<file path="config.mk">
export PLATFORM = sky130hd
export DESIGN_NAME = mc_control
export DESIGN_NICKNAME = d
export VERILOG_FILES = /design/src/rtl/mc_control.sv
export SDC_FILE = /design/constraint.sdc
export NUM_CORES = 1
export LEC_CHECK = 0
export BUFFER_PORTS_ARGS = -buffer_cell sky130_fd_sc_hd__buf_4
export CAP_MARGIN = 20
export CORE_AREA = 10 10 47 49
export CTS_CLUSTER_SIZE = 14
export DETAILED_ROUTE_END_ITERATION = 7
export DIE_AREA = 0 0 57 59
export GPL_ROUTABILITY_DRIVEN = 0
export GPL_TIMING_DRIVEN = 0
export PLACE_DENSITY = 0.74
export SYNTH_ARGS = -nofsm -noshare
export SYNTH_HDL_FRONTEND = slang
export SYNTH_SLANG_ARGS = --single-unit
export TNS_END_PERCENT = 20
</file>
<file path="constraint.sdc">
create_clock -name clk -period 2 [get_ports clk]
set_clock_uncertainty 0.2 [all_clocks]
set_input_delay 0.4 -clock clk [delete_from_list [all_inputs] [get_ports clk]]
set_output_delay 0.4 -clock clk [all_outputs]
set_load 0.02 [all_outputs]
</file>
<file path="src/rtl/mc_control.sv">
`timescale 1ns/1ps
// mc_control
//   Main control FSM for a multicycle MIPS datapath. It decodes the IR opcode
//   and steps through fetch / decode / execute / memory / writeback, one step
//   per clock. It drives the datapath mux selects, the write enables and the
//   2-bit ALUOp consumed by the downstream ALU control decoder. Memory steps
//   wait on MemReady.
//
// Ports
//   clk, rst_n        clock (rising edge), asynchronous active-low reset
//   Opcode[5:0]       IR[31:26], sampled in DECODE and MEMADR only
//   MemReady          memory finishes the current read/write this cycle
//   PCWrite           unconditional PC load
//   PCWriteCond       PC load qualified by ALU Zero
//   IorD              memory address select, 0=PC 1=ALUOut
//   MemRead/MemWrite  memory requests
//   IRWrite           instruction register load
//   MemtoReg          register write data select, 0=ALUOut 1=MDR
//   RegDst            write register select, 0=rt 1=rd
//   RegWrite          register file write enable
//   ALUSrcA           0=PC 1=regA
//   ALUSrcB[1:0]      00=regB 01=4 10=signext imm 11=signext imm<<2
//   ALUOp[1:0]        00=add 01=sub 10=funct-decoded
//   PCSource[1:0]     00=ALU result 01=ALUOut 10=jump target
//   Illegal           one-cycle pulse when DECODE sees an unknown opcode
//   State[3:0]        current state, debug visibility only
module mc_control #(
  parameter logic [5:0] OP_R    = 6'h00,
  parameter logic [5:0] OP_LW   = 6'h23,
  parameter logic [5:0] OP_SW   = 6'h2B,
  parameter logic [5:0] OP_BEQ  = 6'h04,
  parameter logic [5:0] OP_J    = 6'h02,
  parameter logic [5:0] OP_ADDI = 6'h08
) (
  input  logic       clk,
  input  logic       rst_n,
  input  logic [5:0] Opcode,
  input  logic       MemReady,
  output logic       PCWrite,
  output logic       PCWriteCond,
  output logic       IorD,
  output logic       MemRead,
  output logic       MemWrite,
  output logic       IRWrite,
  output logic       MemtoReg,
  output logic       RegDst,
  output logic       RegWrite,
  output logic       ALUSrcA,
  output logic [1:0] ALUSrcB,
  output logic [1:0] ALUOp,
  output logic [1:0] PCSource,
  output logic       Illegal,
  output logic [3:0] State
);

  localparam logic [3:0] S_FETCH  = 4'd0;
  localparam logic [3:0] S_DECODE = 4'd1;
  localparam logic [3:0] S_MEMADR = 4'd2;
  localparam logic [3:0] S_MEMRD  = 4'd3;
  localparam logic [3:0] S_MEMWB  = 4'd4;
  localparam logic [3:0] S_MEMWR  = 4'd5;
  localparam logic [3:0] S_EXEC   = 4'd6;
  localparam logic [3:0] S_ALUWB  = 4'd7;
  localparam logic [3:0] S_BRANCH = 4'd8;
  localparam logic [3:0] S_JUMP   = 4'd9;
  localparam logic [3:0] S_ADDIEX = 4'd10;
  localparam logic [3:0] S_ADDIWB = 4'd11;
  localparam logic [3:0] S_RST    = 4'd15;

  logic [3:0] state_q;
  logic [3:0] state_d;
  logic       op_known;

  assign op_known = (Opcode == OP_R)   || (Opcode == OP_LW)  ||
                    (Opcode == OP_SW)  || (Opcode == OP_BEQ) ||
                    (Opcode == OP_J)   || (Opcode == OP_ADDI);

  // Next-state logic. Unknown opcodes in DECODE fall back to FETCH without
  // rewinding the PC; the unused codes 12-14 also recover through FETCH.
  always_comb begin
    state_d = S_FETCH;
    case (state_q)
      S_RST:    state_d = S_FETCH;
      S_FETCH:  state_d = MemReady ? S_DECODE : S_FETCH;
      S_DECODE: begin
        if ((Opcode == OP_LW) || (Opcode == OP_SW)) state_d = S_MEMADR;
        else if (Opcode == OP_R)                    state_d = S_EXEC;
        else if (Opcode == OP_BEQ)                  state_d = S_BRANCH;
        else if (Opcode == OP_J)                    state_d = S_JUMP;
        else if (Opcode == OP_ADDI)                 state_d = S_ADDIEX;
        else                                        state_d = S_FETCH;
      end
      S_MEMADR: begin
        if (Opcode == OP_SW)      state_d = S_MEMWR;
        else if (Opcode == OP_LW) state_d = S_MEMRD;
        else                      state_d = S_FETCH;
      end
      S_MEMRD:  state_d = MemReady ? S_MEMWB : S_MEMRD;
      S_MEMWB:  state_d = S_FETCH;
      S_MEMWR:  state_d = MemReady ? S_FETCH : S_MEMWR;
      S_EXEC:   state_d = S_ALUWB;
      S_ALUWB:  state_d = S_FETCH;
      S_BRANCH: state_d = S_FETCH;
      S_JUMP:   state_d = S_FETCH;
      S_ADDIEX: state_d = S_ADDIWB;
      S_ADDIWB: state_d = S_FETCH;
      default:  state_d = S_FETCH;
    endcase
  end

  // Asynchronous reset parks the FSM in RST, whose decode is all-zero, so a
  // reset mid-instruction drops every enable immediately.
  always_ff @(posedge clk or negedge rst_n) begin
    if (!rst_n) state_q <= S_RST;
    else        state_q <= state_d;
  end

  // Output decode: Moore outputs from the state, except IRWrite/PCWrite in
  // FETCH, which follow MemReady so PC+4 and the IR load land on the same edge
  // that the fetch completes.
  always_comb begin
    PCWrite     = 1'b0;
    PCWriteCond = 1'b0;
    IorD        = 1'b0;
    MemRead     = 1'b0;
    MemWrite    = 1'b0;
    IRWrite     = 1'b0;
    MemtoReg    = 1'b0;
    RegDst      = 1'b0;
    RegWrite    = 1'b0;
    ALUSrcA     = 1'b0;
    ALUSrcB     = 2'b00;
    ALUOp       = 2'b00;
    PCSource    = 2'b00;
    Illegal     = 1'b0;
    case (state_q)
      S_FETCH: begin
        MemRead = 1'b1;
        ALUSrcB = 2'b01;
        IRWrite = MemReady;
        PCWrite = MemReady;
      end
      S_DECODE: begin
        ALUSrcB = 2'b11;
        Illegal = ~op_known;
      end
      S_MEMADR: begin
        ALUSrcA = 1'b1;
        ALUSrcB = 2'b10;
      end
      S_MEMRD: begin
        MemRead = 1'b1;
        IorD    = 1'b1;
      end
      S_MEMWB: begin
        RegWrite = 1'b1;
        MemtoReg = 1'b1;
      end
      S_MEMWR: begin
        MemWrite = 1'b1;
        IorD     = 1'b1;
      end
      S_EXEC: begin
        ALUSrcA = 1'b1;
        ALUOp   = 2'b10;
      end
      S_ALUWB: begin
        RegWrite = 1'b1;
        RegDst   = 1'b1;
      end
      S_BRANCH: begin
        ALUSrcA     = 1'b1;
        ALUOp       = 2'b01;
        PCWriteCond = 1'b1;
        PCSource    = 2'b01;
      end
      S_JUMP: begin
        PCWrite  = 1'b1;
        PCSource = 2'b10;
      end
      S_ADDIEX: begin
        ALUSrcA = 1'b1;
        ALUSrcB = 2'b10;
      end
      S_ADDIWB: begin
        RegWrite = 1'b1;
      end
      default: ;
    endcase
  end

  assign State = state_q;

endmodule

</file>
==> out/results.txt, run 1 <==
Run status - complete, but fails checks
Failing checks - negative setup slack
CTS H-tree lvls - 1
Maximum VDD drop - 0.000271 V
Period Utilization, post-route - 1.03
Max reg flops - 4
CP Cell Sequence - nand2b_4, nor2_1, or2_1, buf_6
Setup TNS - -0.163 ns
Die Span X - 57 um
First-pass GRT wire length - 3260 um
Fin. Hold Viols - 0
Min-Delay Path Class - primary input to flip-flop
Crit path DAT - 1.46 ns
Synth warn - 0
GRT overflow - 0
Post-DP HPWL - 1410 um
Drt pass-1 iters - 4
Layout overhead on the synthesized area - 85.9%
Initial Utilization - 0.386
Post-Syn Area - 541 um^2
Vias - 745
CP max stage delay - 0.60 ns
Worst slew margin - 0.727
Register-to-Register Path Depth - 4
CTS Root Cell - clkbuf_4
Initial antenna violation count - 0
NumNets Final - 129
CTS clk-pin slew, worst paths - 0.04 ns
Cells after Synth - 76
Worst Path Buf+Inv - 1
# rows - 14
CTS tree - yes
Clk sinks - 4
Worst Hold Depth - 3
Startpoint types - flip-flop
Hold WS - 0.300 ns
ANT cells - 0
Chip height - 59 um
Port-buffer cells - 28
Post-route ant nets - 0
Worst-skew pair later-pin latency - 0.23 ns
Core ar. - 1400 um^2
Synth top area cells - dfstp_2 19%, nor2_1 8.3%, nor3_1 6.5%
Unique masters post-synth - 30
Fmax - 0.485 GHz
WL per Instance - 16.1 um
I/O pin count - 30
Leakage - 0.441 nW
DR iter-0 viols - 14
PD cells - 366 nW/um^2
Max cap viols - 0
Least-Margin Pin Slew - 0.406 ns
Syn_nets - 85
Final wirelength - 2160 um
Top cell type's share of synthesized area - 0.194
RSZ-0062 raised after global routing - true
Finished Core Util - 0.717
Largest net degree at the start of global routing - 11
Gr usage total - 0.111
CP Data Required Time - 1.40 ns
CP endpoint kind - output pin
Num CTS Buffers - 3
Crit path kind - flip-flop to output pin
Tmin final - 2.06 ns
Avg Inst Size Synth - 7.11 um^2
Die Footprint - 3360 um^2
Max clock buf depth - 2
CP max FO - 6
Largest delay share family, worst path - flip-flops
Post-synth top area cell - dfstp_2
Vias per inst - 5.56
Final setup vio count - 5
Final max-slew violation count - 0
Share of cells above drive strength 1 - 0.568
Synthesized flop and latch total - 4
Slowest stage cell, crit path - dfstp_2
Stages on worst setup path - 4
Vias in the first global route - 756
Register area share after synthesis - 0.194
DRC errors left - 0
Setup ws final - -0.0601 ns
-- through the flow --
| step | total power [mW] | setup slack [ns] | area [um^2] | cells |
|---|---|---|---|---|
| 2_1_floorplan | 0.174 | -0.102 | 551 | 76 |
| 3_3_place_gp | 0.230 | 0.00497 | 781 | 120 |
| 3_5_place_dp | 0.232 | -0.00795 | 781 | 120 |
| 4_1_cts | 0.351 | -0.0584 | 948 | 133 |
| 5_1_grt | 0.390 | -0.116 | 1000 | 134 |
| 6_report | 0.368 | -0.0601 | 1000 | 134 |
-- worst reg2reg max path: stages (launching register included) --
cell and delay, ns:
dfstp_2 0.56, nand2b_4 0.10, or2_1 0.23, or3b_1 0.37, a21oi_1 0.16
-- power by group --
| group | total (mW) | switching (mW) | internal (mW) | leakage (nW) |
|---|---|---|---|---|
| combinational | 0.178 | 0.0907 | 0.0869 | 0.386 |
| sequential | 0.0926 | 0.00507 | 0.0875 | 0.0414 |
| clock | 0.0975 | 0.0305 | 0.0669 | 0.0138 |
| total | 0.368 | 0.126 | 0.241 | 0.441 |
-- metal layers --
metal | vias up | part of all wire | global-route usage
met2 | 36 | 0.51 | 0.208
met5 | - | 0 | 0
met4 | 0 | 0 | 0.0268
li1 | 363 | - | -
met3 | 0 | 0.086 | 0.0279
met1 | 346 | 0.40 | 0.122
-- cells in the final DEF (no fill, tap or decap), types with 2 or more instances in the layout --
cell and n:
buf_4 33, nor2_1 11, buf_6 10, o21ai_0 5, dfstp_2 4, nor3_1 4, a21oi_1 4, or2_1 3
clkbuf_4 3, nand2b_2 2, nand2b_4 2, nor3_4 2, nand4b_1 2, o31a_1 2, and3_1 2, o211ai_1 2
o211a_1 2
-- logic make-up after synthesis --
family                    synth area share
buffers and inverters               0.0810
AOI/OAI and AO/OA                    0.252
and+or+nand+nor                      0.440
xor gates and xnor gates            0.0324
DFF                                  0.194
-- area by class of cell --
type                    instances  area, um^2
multi-input cells              64         463
clock buffers                   3        22.5
flip-flops and latches          4         105
fillers                       123         397
plain buffers                   7        68.8
well taps                      16        20.0
repair buffers                 39         322
inverters                       1        3.75
-- path summary, 6_finish.rpt --
| path | start | to | slack (ns) |
|---|---|---|---|
| max | State[1] | PCWrite | -0.06 |
| min | Opcode[1] | State[0] | 0.30 |
| max reg2reg | State[0] | State[3] | 0.31 |
| min reg2reg | State[2] | State[1] | 0.52 |
| max in group asynchronous | rst_n | State[2] | 1.10 |
| min in group asynchronous | rst_n | State[0] | 0.47 |
-- what timing repair did --
item / CTS / global route
gates resized for setup: 19 / 11
buffers inserted: 9 / 1
hold endpoints to repair: 4 / 0
pin swaps: 5 / 6
hold buffers: 1 / 0
setup endpoints to repair: 12 / 12
-- synthesized netlist by cell type --
master	number
nand2b_4	1
or2_1	3
inv_2	1
nand3_1	1
a21oi_1	5
o211ai_2	1
o211ai_1	2
nand4b_1	2
o211a_1	2
buf_2	5
o311ai_1	1
and3_1	3
nor3b_1	1
nand3b_1	1
nor2_1	12
nor2b_1	1
buf_4	2
o21ai_0	5
nand2b_1	4
o21ai_1	1
nand2_1	3
nor3_1	7
o31a_1	2
nand4_1	1
nand4bb_1	1
dfstp_2	4
a211oi_1	1
xnor2_1	1
xor2_1	1
or3b_1	1
Note: power is estimated with default switching activity, not from simulation.
==> inputs of run 2 (changes only) <==
Settings changed: PLACE_DENSITY 0.74 to 0.85.
==> run 2 against run 1 <==
Setup slack got worse by 0.033 ns. Critical endpoint unchanged. Core utilization is 2.2 points higher. Die area unchanged. Maximum frequency is 1.6% lower. Combinational power increased by 7%. Global-route usage increased by 1.2 points. The run still ends with negative setup slack left.
==> out/results.txt, run 2 (same netlist as run 1, synthesis figures left out) <==
Vias per inst - 5.61 (+0.83%)
Die Footprint - 3360 um^2 (unchanged)
Register-to-Register Path Depth - 5 (+1)
Max reg flops - 4 (unchanged)
CTS clk-pin slew, worst paths - 0.04 ns (about the same)
Tmin final - 2.09 ns (+0.0331 ns)
Final setup vio count - 9 (+4)
Initial antenna violation count - 0 (unchanged)
DR iter-0 viols - 24 (+10)
Cell Count Post-Placement - 120 (unchanged)
Core ar. - 1400 um^2 (unchanged)
I/O pin count - 30 (unchanged)
Post-DP HPWL - 1430 um (+1.4%)
Max clock buf depth - 2 (unchanged)
Maximum VDD drop - 0.000379 V (+40%)
Chip height - 59 um (unchanged)
First-pass GRT wire length - 3530 um (+8.0%)
Min-Delay Path Class - primary input to flip-flop
Failing checks - negative setup slack
CP endpoint kind - output pin
Clk sinks - 4 (unchanged)
Vias - 768 (+3.1%)
Commonest non-fill, non-tap cell in the layout - buf_4
CP max FO - 4 (-2)
Final wirelength - 2360 um (+9.5%)
Leakage - 0.462 nW (+4.7%)
Worst-skew pair later-pin latency - 0.24 ns (about the same)
Crit path kind - flip-flop to output pin
CP Data Required Time - 1.40 ns (about the same)
Most frequent cells in the layout - 36 x buf_4, 11 x nor2_1, 10 x buf_6
ANT cells - 0 (unchanged)
Non-Filler Instances - 137 (+2.2%)
CTS tree - yes
Run status - complete, but fails checks
Layout fillers - 101 (-18%)
Least-Margin Pin Slew - 0.360 ns (-0.0461 ns)
Initial Utilization - 0.386 (unchanged)
R2R Setup Slk - 0.17 ns (-0.14 ns)
Hold WS - 0.287 ns (-0.0137 ns)
Worst Hold Depth - 3 (unchanged)
CTS H-tree lvls - 1 (unchanged)
Fin. Hold Viols - 0 (unchanged)
Gr usage total - 0.123 (+0.0121)
Pre-CTS setup slack - -0.0309 ns (-0.0229 ns)
Startpoint types - flip-flop
Crit path DAT - 1.49 ns (+0.03 ns)
Drt pass-1 iters - 4 (unchanged)
Port-buffer cells - 28 (unchanged)
Fmax - 0.478 GHz (-1.6%)
GRT overflow - 0 (unchanged)
Vias in the first global route - 758 (+0.26%)
Share of cells above drive strength 1 - 0.562 (-0.00581)
Die Span X - 57 um (unchanged)
Worst slew margin - 0.758 (+0.0310)
Layout overhead on the synthesized area - 91.7%
DRC errors left - 0 (unchanged)
# rows - 14 (unchanged)
NumNets Final - 132 (+2.3%)
Setup ws final - -0.0932 ns (-0.0331 ns)
Max cap viols - 0 (unchanged)
Period Utilization, post-route - 1.05 (+0.0165)
Final max-slew violation count - 0 (unchanged)
PD cells - 375 nW/um^2 (+2.6%)
Largest net degree at the start of global routing - 11 (unchanged)
CTS Root Cell - clkbuf_4
WL per Instance - 17.3 um (+7.1%)
Num CTS Buffers - 3 (unchanged)
RSZ-0062 raised after global routing - true
Post-route ant nets - 0 (unchanged)
## run 2: cell types whose count changed in the layout (fill, tap and decap cells not counted), sizes merged
cell / change
buf: +3
## run 2: timing repair
| item | CTS | global route |
|---|---|---|
| hold endpoints to repair | 4 | 0 |
| resized for setup | 20 | 7 |
| endpoints found under the setup margin | 12 | 11 |
| pin swaps | 5 | 3 |
| buffers inserted | 11 | 2 |
| hold buffers | 1 | 0 |
## run 2: layout make-up
class / count / area [um^2] / share of cell area
Multi-Input combinational cell: 64 / 467 / 0.450
Tap cell: 16 / 20.0 / 0.0193
Sequential cell: 4 / 105 / 0.101
Inverter: 1 / 3.75 / 0.00362
Clock buffer: 3 / 22.5 / 0.0217
Buffer: 7 / 65.1 / 0.0628
Timing Repair Buffer: 42 / 353 / 0.341
## run 2: power breakdown
group / leakage (nW) / switching [mW] / internal, mW
clock network: 0.0138 / 0.0385 / 0.0675
registers: 0.0414 / 0.00486 / 0.0874
logic: 0.407 / 0.0957 / 0.0949
total: 0.462 / 0.139 / 0.250
## run 2: layer usage
layer / up-vias / wire length [um] / global-route usage
li1: 364 / - / -
met1: 366 / 1010 / 0.133
met2: 36 / 1150 / 0.228
met3: 2 / 180 / 0.0300
met4: 0 / 17 / 0.0436
met5: - / 0 / 0
## run 2: critical path, stage by stage, from the launching register on
cell and delay [ns]:
dfstp_2 0.56, buf_6 0.13, nor2_1 0.05, and3_4 0.15
or2_1 0.22, buf_6 0.14
## run 2: path summary, 6_finish.rpt
path | startpoint | endpoint
setup reg to reg | State[0] | State[3]
max in group asynchronous | rst_n | State[0]
min in group asynchronous | rst_n | State[1]
setup / recovery | State[2] | PCWrite
hold reg to reg | State[2] | State[1]
hold / removal | Opcode[1] | State[0]
## run 2: through the flow
stage          TNS (ns)  utilization  power [mW]  instance area (um^2)
2_1_floorplan    -0.330            -       0.174                   551
3_3_place_gp          0        0.557       0.229                   781
3_5_place_dp    -0.0309        0.557       0.231                   781
4_1_cts          -0.512        0.704       0.369                   987
5_1_grt          -0.988        0.739       0.407                  1040
6_report         -0.487        0.739       0.389                  1040
==> inputs of run 3 (changes only) <==
Settings changed: PLACE_DENSITY 0.85 to default, PLACE_DENSITY_LB_ADDON from default to 0.2.
==> run 3 against run 2 <==
The run still ends with negative setup slack left. Sequential power is 1% higher. Combinational power increased by 8%. Final cell count is 1.5% higher. Global-route usage up 1.1 points. Register-to-register slack gained 0.12 ns. Clock power barely moved. Clock-buffer cell count did not move. Critical path type unchanged. Largest power group unchanged.
==> out/results.txt, run 3 (same netlist as run 1, synthesis figures left out) <==
Run status - complete, but fails checks
Failing checks - negative setup slack
Final wirelength - 2520 um (+6.5%)
Fmax - 0.477 GHz (-0.23%)
Max clock buf depth - 2 (unchanged)
Initial antenna violation count - 0 (unchanged)
Most frequent cells in the layout - 32 x buf_4, 16 x buf_6, 8 x nor2_1
Period Utilization, post-route - 1.05 (+0.00237)
Commonest non-fill, non-tap cell in the layout - buf_4
Fin. Hold Viols - 0 (unchanged)
PD cells - 364 nW/um^2 (-2.9%)
CP max FO - 5 (+1)
Least-Margin Pin Slew - 0.370 ns (+0.0100 ns)
Crit path kind - flip-flop to output pin
Core ar. - 1400 um^2 (unchanged)
I/O pin count - 30 (unchanged)
Clk sinks - 4 (unchanged)
Vias per inst - 5.78 (+3.1%)
Die Span X - 57 um (unchanged)
Startpoint types - flip-flop
Worst-skew pair later-pin latency - 0.24 ns (about the same)
CTS clk-pin slew, worst paths - 0.04 ns (about the same)
CP endpoint kind - output pin
Vias - 803 (+4.6%)
Tmin final - 2.10 ns (+0.00475 ns)
ANT cells - 0 (unchanged)
Maximum VDD drop - 0.000259 V (-32%)
Largest net degree at the start of global routing - 11 (unchanged)
Setup TNS - -0.432 ns (+0.0550 ns)
Port-buffer cells - 28 (unchanged)
RSZ-0062 raised after global routing - true
Num CTS Buffers - 3 (unchanged)
DR iter-0 viols - 16 (-33%)
# rows - 14 (unchanged)
First-pass GRT wire length - 3810 um (+8.0%)
CTS H-tree lvls - 1 (unchanged)
Gr usage total - 0.135 (+0.0113)
Leakage - 0.479 nW (+3.6%)
Die Footprint - 3360 um^2 (unchanged)
Final setup vio count - 10 (+1)
Post-DP HPWL - 1390 um (-2.7%)
Chip height - 59 um (unchanged)
Final max-slew violation count - 0 (unchanged)
Setup ws final - -0.0979 ns (-0.00475 ns)
Drt pass-1 iters - 4 (unchanged)
NumNets Final - 134 (+1.5%)
Share of cells above drive strength 1 - 0.642 (+0.0803)
Worst slew margin - 0.751 (-0.00674)
CP Data Required Time - 1.40 ns (about the same)
GRT overflow - 0 (unchanged)
Vias in the first global route - 847 (+12%)
Max reg flops - 4 (unchanged)
WL per Instance - 18.1 um (+4.9%)
Cell area after layout - 1100 um^2 (+6.6%)
CTS tree - yes
Finished Core Util - 0.788 (+0.0491)
DRC errors left - 0 (unchanged)
Dpl cell area - 781 um^2 (unchanged)
Min-Delay Path Class - primary input to flip-flop
Max cap viols - 0 (unchanged)
Post-route ant nets - 0 (unchanged)
Crit path DAT - 1.50 ns (about the same)
Layout overhead on the synthesized area - 104%
CTS Root Cell - clkbuf_4
Initial Utilization - 0.386 (unchanged)
## run 3: critical path, cell delays in order, from the launching register on
cell and delay [ns]:
dfstp_2 0.57, buf_6 0.13, nor2_2 0.04, and3_4 0.16, or2_1 0.22, buf_6 0.13
## run 3: where the power goes
part           internal (mW)  switching (mW)
Combinational          0.105           0.101
Sequential            0.0875         0.00586
Clock                 0.0673          0.0359
Total                  0.259           0.143
## run 3: repair_timing
| item | CTS | global route |
|---|---|---|
| pin swaps | 6 | 5 |
| setup endpoints to repair | 13 | 15 |
| hold endpoints to repair | 4 | 0 |
| buffers inserted | 13 | 2 |
| hold buffers | 1 | 0 |
| resized for setup | 26 | 19 |
## run 3: metal layers
metal  track usage  vias to the layer above  share of wire
met5             0                        -              0
met4        0.0872                        0          0.027
li1              -                      368              -
met3        0.0515                        6          0.072
met1         0.128                      384           0.42
met2         0.239                       45           0.48
## run 3: final timing paths
kind                       slack (ns)       end       from  cells past startpoint
setup reg to reg                 0.29  State[3]   State[0]                      4
hold / removal                   0.30  State[0]  Opcode[1]                      3
min in group asynchronous        0.48  State[1]      rst_n                      2
max in group asynchronous        1.10  State[3]      rst_n                      2
setup / recovery                 -0.1   PCWrite   State[0]                      5
hold reg to reg                  0.52  State[1]   State[2]                      3
## run 3: metrics by stage
stage	cells	hold slack, ns	setup slack, ns	power, mW
after floorplan	76	0.0522	-0.102	0.174
after global placement	120	0.162	-0.000336	0.230
after detailed placement	120	0.169	-0.00792	0.231
after CTS	137	0.288	-0.0758	0.371
after global routing	139	0.307	-0.155	0.427
final	139	0.298	-0.0979	0.403
## run 3: cell type report
class	instances	area, um^2
Buffer	7	68.8
Clock buffer	3	22.5
Fill cell	92	297
Inverter	1	3.75
Multi-Input combinational cell	64	503
Sequential cell	4	105
Tap cell	16	20.0
Timing Repair Buffer	44	382
